[config.mk]
export PLATFORM = sky130hd
export DESIGN_NAME = uart_byte_tx
export DESIGN_NICKNAME = d
export VERILOG_FILES = /design/src/rtl/uart_byte_tx.sv
export SDC_FILE = /design/constraint.sdc
export NUM_CORES = 1
export LEC_CHECK = 0
export CORE_MARGIN = 1.5
export CORE_UTILIZATION = 34
export CTS_CLUSTER_SIZE = 25
export DETAILED_ROUTE_END_ITERATION = 6
export PLACE_DENSITY_LB_ADDON = 0.12
export REMOVE_ABC_BUFFERS = 1
export SLEW_MARGIN = 40
export SYNTH_ARGS = -nofsm -noshare
export SYNTH_HDL_FRONTEND = slang
export SYNTH_SLANG_ARGS = --single-unit
[constraint.sdc]
create_clock -name iClock -period 5.42 [get_ports iClock]
set_input_delay 0.813 -clock iClock [delete_from_list [all_inputs] [get_ports iClock]]
set_output_delay 0.813 -clock iClock [all_outputs]
set_load 0.01 [all_outputs]
[src/rtl/uart_byte_tx.sv]
// 8N1 UART transmitter with a byte FIFO in front of it. Bytes go out LSB
// first. Every line level lasts 16 baud-enable strobes.
//
// state | meaning
// IDLE  | line high, waiting for a queued byte on a strobe edge
// START | start bit (low) for 16 strobes
// DATA  | data bits 0..7, 16 strobes each
// STOP  | stop bit (high) for 16 strobes, then chain the next byte or go idle
module uart_byte_tx #(
  parameter int FIFO_DEPTH = 16
) (
  input  logic       iClock,
  input  logic       iReset,
  input  logic       iEn16xBaud,
  input  logic [7:0] iData,
  input  logic       iWrite,
  input  logic       iBufferReset,
  output logic       oSerialOut,
  output logic       oBusy,
  output logic       oBufferDataPresent,
  output logic       oBufferHalfFull,
  output logic       oBufferFull,
  output logic       oOverflow
);

  localparam int cAddrWidth = $clog2(FIFO_DEPTH);
  localparam logic [cAddrWidth:0] cFullCount = (cAddrWidth + 1)'(FIFO_DEPTH);
  localparam logic [cAddrWidth:0] cHalfCount = (cAddrWidth + 1)'(FIFO_DEPTH / 2);

  typedef enum logic [1:0] {
    IDLE,
    START,
    DATA,
    STOP
  } txState_t;

  // FIFO storage and bookkeeping
  logic [7:0]            fifoMem [FIFO_DEPTH];
  logic [cAddrWidth-1:0] rdPtr;
  logic [cAddrWidth-1:0] wrPtr;
  logic [cAddrWidth:0]   count;
  logic [cAddrWidth:0]   countNext;
  logic                  fifoFull;
  logic                  fifoEmpty;
  logic                  push;
  logic                  pop;
  logic [7:0]            headByte;

  // Transmit FSM
  txState_t   state;
  txState_t   stateNext;
  logic [3:0] tick;
  logic [3:0] tickNext;
  logic [2:0] bitIdx;
  logic [2:0] bitIdxNext;
  logic [2:0] bitIdxInc;
  logic [7:0] shiftReg;
  logic [7:0] shiftRegNext;
  logic       serialNext;

  assign fifoFull  = (count == cFullCount);
  assign fifoEmpty = (count == '0);
  assign headByte  = fifoMem[rdPtr];
  assign bitIdxInc = bitIdx + 3'd1;
  assign oBusy     = (state != IDLE);

  // A full FIFO still accepts a write when the FSM pops in the same cycle.
  always_comb begin
    push      = iWrite && (!fifoFull || pop);
    countNext = count;
    if (iBufferReset) begin
      countNext = '0;
    end else if (push && !pop) begin
      countNext = count + 1'b1;
    end else if (pop && !push) begin
      countNext = count - 1'b1;
    end
  end

  always_ff @(posedge iClock) begin
    if (!iReset) begin
      rdPtr              <= '0;
      wrPtr              <= '0;
      count              <= '0;
      oOverflow          <= 1'b0;
      oBufferDataPresent <= 1'b0;
      oBufferHalfFull    <= 1'b0;
      oBufferFull        <= 1'b0;
    end else begin
      count              <= countNext;
      oBufferDataPresent <= (countNext != '0);
      oBufferHalfFull    <= (countNext >= cHalfCount);
      oBufferFull        <= (countNext == cFullCount);
      if (iBufferReset) begin
        rdPtr     <= '0;
        wrPtr     <= '0;
        oOverflow <= 1'b0;
      end else begin
        if (push) begin
          wrPtr <= wrPtr + 1'b1;
        end
        if (pop) begin
          rdPtr <= rdPtr + 1'b1;
        end
        if (iWrite && !push) begin
          oOverflow <= 1'b1;
        end
      end
    end
  end

  always_ff @(posedge iClock) begin
    if (iReset && !iBufferReset && push) begin
      fifoMem[wrPtr] <= iData;
    end
  end

  always_ff @(posedge iClock) begin
    if (!iReset) begin
      state      <= IDLE;
      tick       <= 4'd0;
      bitIdx     <= 3'd0;
      shiftReg   <= 8'd0;
      oSerialOut <= 1'b1;
    end else begin
      state      <= stateNext;
      tick       <= tickNext;
      bitIdx     <= bitIdxNext;
      shiftReg   <= shiftRegNext;
      oSerialOut <= serialNext;
    end
  end

  // Nothing advances without the strobe; the tick counter wraps 15 -> 0 on
  // each level change so every level is exactly 16 strobes long.
  always_comb begin
    stateNext    = state;
    tickNext     = tick;
    bitIdxNext   = bitIdx;
    shiftRegNext = shiftReg;
    serialNext   = oSerialOut;
    pop          = 1'b0;
    if (iEn16xBaud) begin
      case (state)
        IDLE: begin
          if (!fifoEmpty) begin
            pop          = 1'b1;
            shiftRegNext = headByte;
            serialNext   = 1'b0;
            tickNext     = 4'd0;
            stateNext    = START;
          end
        end
        START: begin
          tickNext = tick + 4'd1;
          if (tick == 4'd15) begin
            serialNext = shiftReg[0];
            bitIdxNext = 3'd0;
            stateNext  = DATA;
          end
        end
        DATA: begin
          tickNext = tick + 4'd1;
          if (tick == 4'd15) begin
            if (bitIdx == 3'd7) begin
              serialNext = 1'b1;
              stateNext  = STOP;
            end else begin
              bitIdxNext = bitIdxInc;
              serialNext = shiftReg[bitIdxInc];
            end
          end
        end
        STOP: begin
          tickNext = tick + 4'd1;
          if (tick == 4'd15) begin
            if (!fifoEmpty) begin
              pop          = 1'b1;
              shiftRegNext = headByte;
              serialNext   = 1'b0;
              stateNext    = START;
            end else begin
              stateNext = IDLE;
            end
          end
        end
        default: begin
          stateNext  = IDLE;
          serialNext = 1'b1;
        end
      endcase
    end
  end

endmodule

==> run metrics <==
fin cells=about 730; Power Total=about 0.0027 W; pre-CTS setup slack=about 1.3 ns; nets=around 470; clk_lat worst skew=roughly 0.42 ns; Post-CTS Setup Inserts=0; Min Clock Period, post-route=3.70 ns; detailed-route via count=approximately 3600; final clock skew=~0.011 ns; gr usage total=0.151; CP Class=primary input to flip-flop; # setup viols final=0; starting DRC count in detailed routing=~190; YS warnings=0; Synth top cells by count=128 x edfxtp_1, 42 x mux4_2, 39 x dfxtp_1, 21 x nor2_1, 18 x nand2_1; RSZ-0062 raised after global routing=false; largest net degree at the start of global routing=33; Post-synth EDFFs=128; Yosys reg bits=167; Power Density=~340 mW/mm^2; crit path max fanout=9; final core occ=0.400; FF-to-FF path depth=7; Final Cycle Share=0.683; Hold Path Cell Cnt=2; Mapped Area=around 0.007 sq mm; R2R Setup Slk=around 1.9 ns; Unique masters post-synth=60; r2r startpoint=state[0]$_SDFFE_PN0P_; capturing point of the worst reg2reg path=fifoMem[4][0]$_DFFE_PP_; Critical Path AT=around 3.8 ns; clock root buffer=clkbuf_16; Final ANT Viol Nets=0; Die X=about 150 microns; detail-routed via count per cell=roughly 5.0; Num CTS Buffers=17; Die Footprint=~0.022 sq mm; GPL Wtd Cong=about 0.75; Ports=19; Avg WL per Cell=around 21 microns; dpl hpwl=around 10000 microns; setup_tns=0 ns; slew margin rel.=0.499; vias in the first global route=about 3800; status=complete, no violations; number of max-cap violations=0; Clock transition at path regs=approximately 0.07 ns; count leader, synth=edfxtp_1; core area=a little over 0.02 sq mm; CTS tree=done; Row Count=52; Synth top area share=0.547; hold wc startpoint=oOverflow$_SDFFE_PP0P_; Die H=between 100 and 150 microns; Least-Margin Pin Slew=about 0.75 ns; setup ws final=1.72 ns; Synth Area per Inst=16.8 sq um; final hold vios=0; Layout area overhead=15.2%; cts repair resizes=0; Worst Setup SP=iEn16xBaud; overall routed net length=between 15000 and 20000 microns; clock sinks=around 170; global route total overflow=0; Critical Path RT=~5.5 ns; asr flop ratio synth=0; H-tree depth=4; post-synth top area cell=edfxtp_1; CP Launch Type=primary input; Crit. End Element=flip-flop; Starting Density=0.348; share of cells above drive strength 1=0.220; Hold EP=oOverflow$_SDFFE_PP0P_; final number of max-transition violations=0; initial antenna violation count=0; diode count=0; Placed Instances=around 690; first-pass GRT wire length=23600 microns; Static Leakage=around 2.5 nW; drc violations=0; Max IR drop VDD=0.211 mV; Tightest Hold Check Type=flip-flop to flip-flop; Port Buf Inserts=18; hold bufs inserted after CTS=0; DRT Pass-1 Iters=4; fmax=270 MHz; largest buffer count on any clock path=2; Main synth FF type=edfxtp_1; Gate Count Post-Synth=between 400 and 500; Synth area leaders=edfxtp_1 55%, mux4_2 13%, dfxtp_1 11%; register area share after synthesis=0.658
==> cell families after synthesis <==
kind of cell	share of synthesized area
AOI/OAI and AO/OA	0.0413
xor gates and xnor gates	0.00747
adders and majority gates	0.0267
buffers and inverters	0.0196
DFF	0.658
muxes	0.159
and+or+nand+nor	0.0884
==> placed cells by master (no fill, tap or decap), types with 3 or more instances in the layout <==
master,n
nor3_1,6
nor2b_1,17
dfxtp_1,38
nand2_1,18
nor4_1,8
clkbuf_16,17
clkdlybuf4s50_1,18
inv_6,3
clkinvlp_4,3
edfxtp_1,128
buf_4,7
mux4_2,42
ha_1,15
and2_1,8
xor2_1,4
a21oi_1,3
nor2_2,3
inv_1,12
nand2b_1,3
o21ai_0,5
nor2_1,18
mux2i_1,15
a21boi_0,4
==> final cells by class <==
cell class / count / area (sq um)
Clock buffer: 17 / 425
Fill cell: 1843 / 12100
Multi-Input combinational cell: 220 / 2280
Clock inverter: 14 / 150
Sequential cell: 167 / 4630
Tap cell: 270 / 338
Timing Repair Buffer: 25 / 233
Inverter: 12 / 45.0
==> critical path: stages <==
cell and delay (ns):
clkdlybuf4s50_1 0.62, nand2b_1 0.27, nor3_2 0.61, o21ai_2 0.26, or3b_2 0.57, nor2_1 0.59
==> state kept, by name, indices dropped and copies added (netlist names), named ones only <==
| signal | count |
|---|---|
| fifoMem | 128 |
| shiftReg | 8 |
| count | 5 |
| rdPtr | 4 |
| tick | 4 |
| wrPtr | 4 |
| bitIdx | 3 |
| state | 2 |
| oBufferDataPresent | 1 |
| oBufferFull | 1 |
| oBufferHalfFull | 1 |
| oOverflow | 1 |
| oSerialOut | 1 |
==> power by group <==
part	leakage [nW]	switching (W)	internal [W]
Clock	0.273	0.000502	0.000680
Sequential	1.47	0.0000108	0.00139
Combinational	0.796	0.0000914	0.0000675
==> worst max path at each step <==
stage / endpoint
final: fifoMem[4][0]$_DFFE_PP_
after detailed placement: fifoMem[4][7]$_DFFE_PP_
after global routing: fifoMem[4][6]$_DFFE_PP_
after floorplan: fifoMem[0][0]$_DFFE_PP_
after CTS: fifoMem[4][5]$_DFFE_PP_
after global placement: fifoMem[4][4]$_DFFE_PP_
==> metrics by stage <==
stage	area (sq um)	hold WS [ns]
6_report	8100	0.474
5_1_grt	8100	0.515
4_1_cts	8090	0.481
3_5_place_dp	7510	0.468
3_3_place_gp	7510	0.458
2_1_floorplan	6940	0.445
==> per-layer routing <==
| metal | vias up | track usage | share of wire | wire, microns |
|---|---|---|---|---|
| met1 | 1850 | 0.197 | 0.45 | 6720 |
| li1 | 1697 | - | - | - |
| met3 | 13 | 0.0360 | 0.035 | 530 |
| met2 | 58 | 0.246 | 0.50 | 7560 |
| met4 | 0 | 0.0515 | 0.013 | 192 |
| met5 | - | 0 | 0 | 0 |
(Power assumes the default switching activity.)
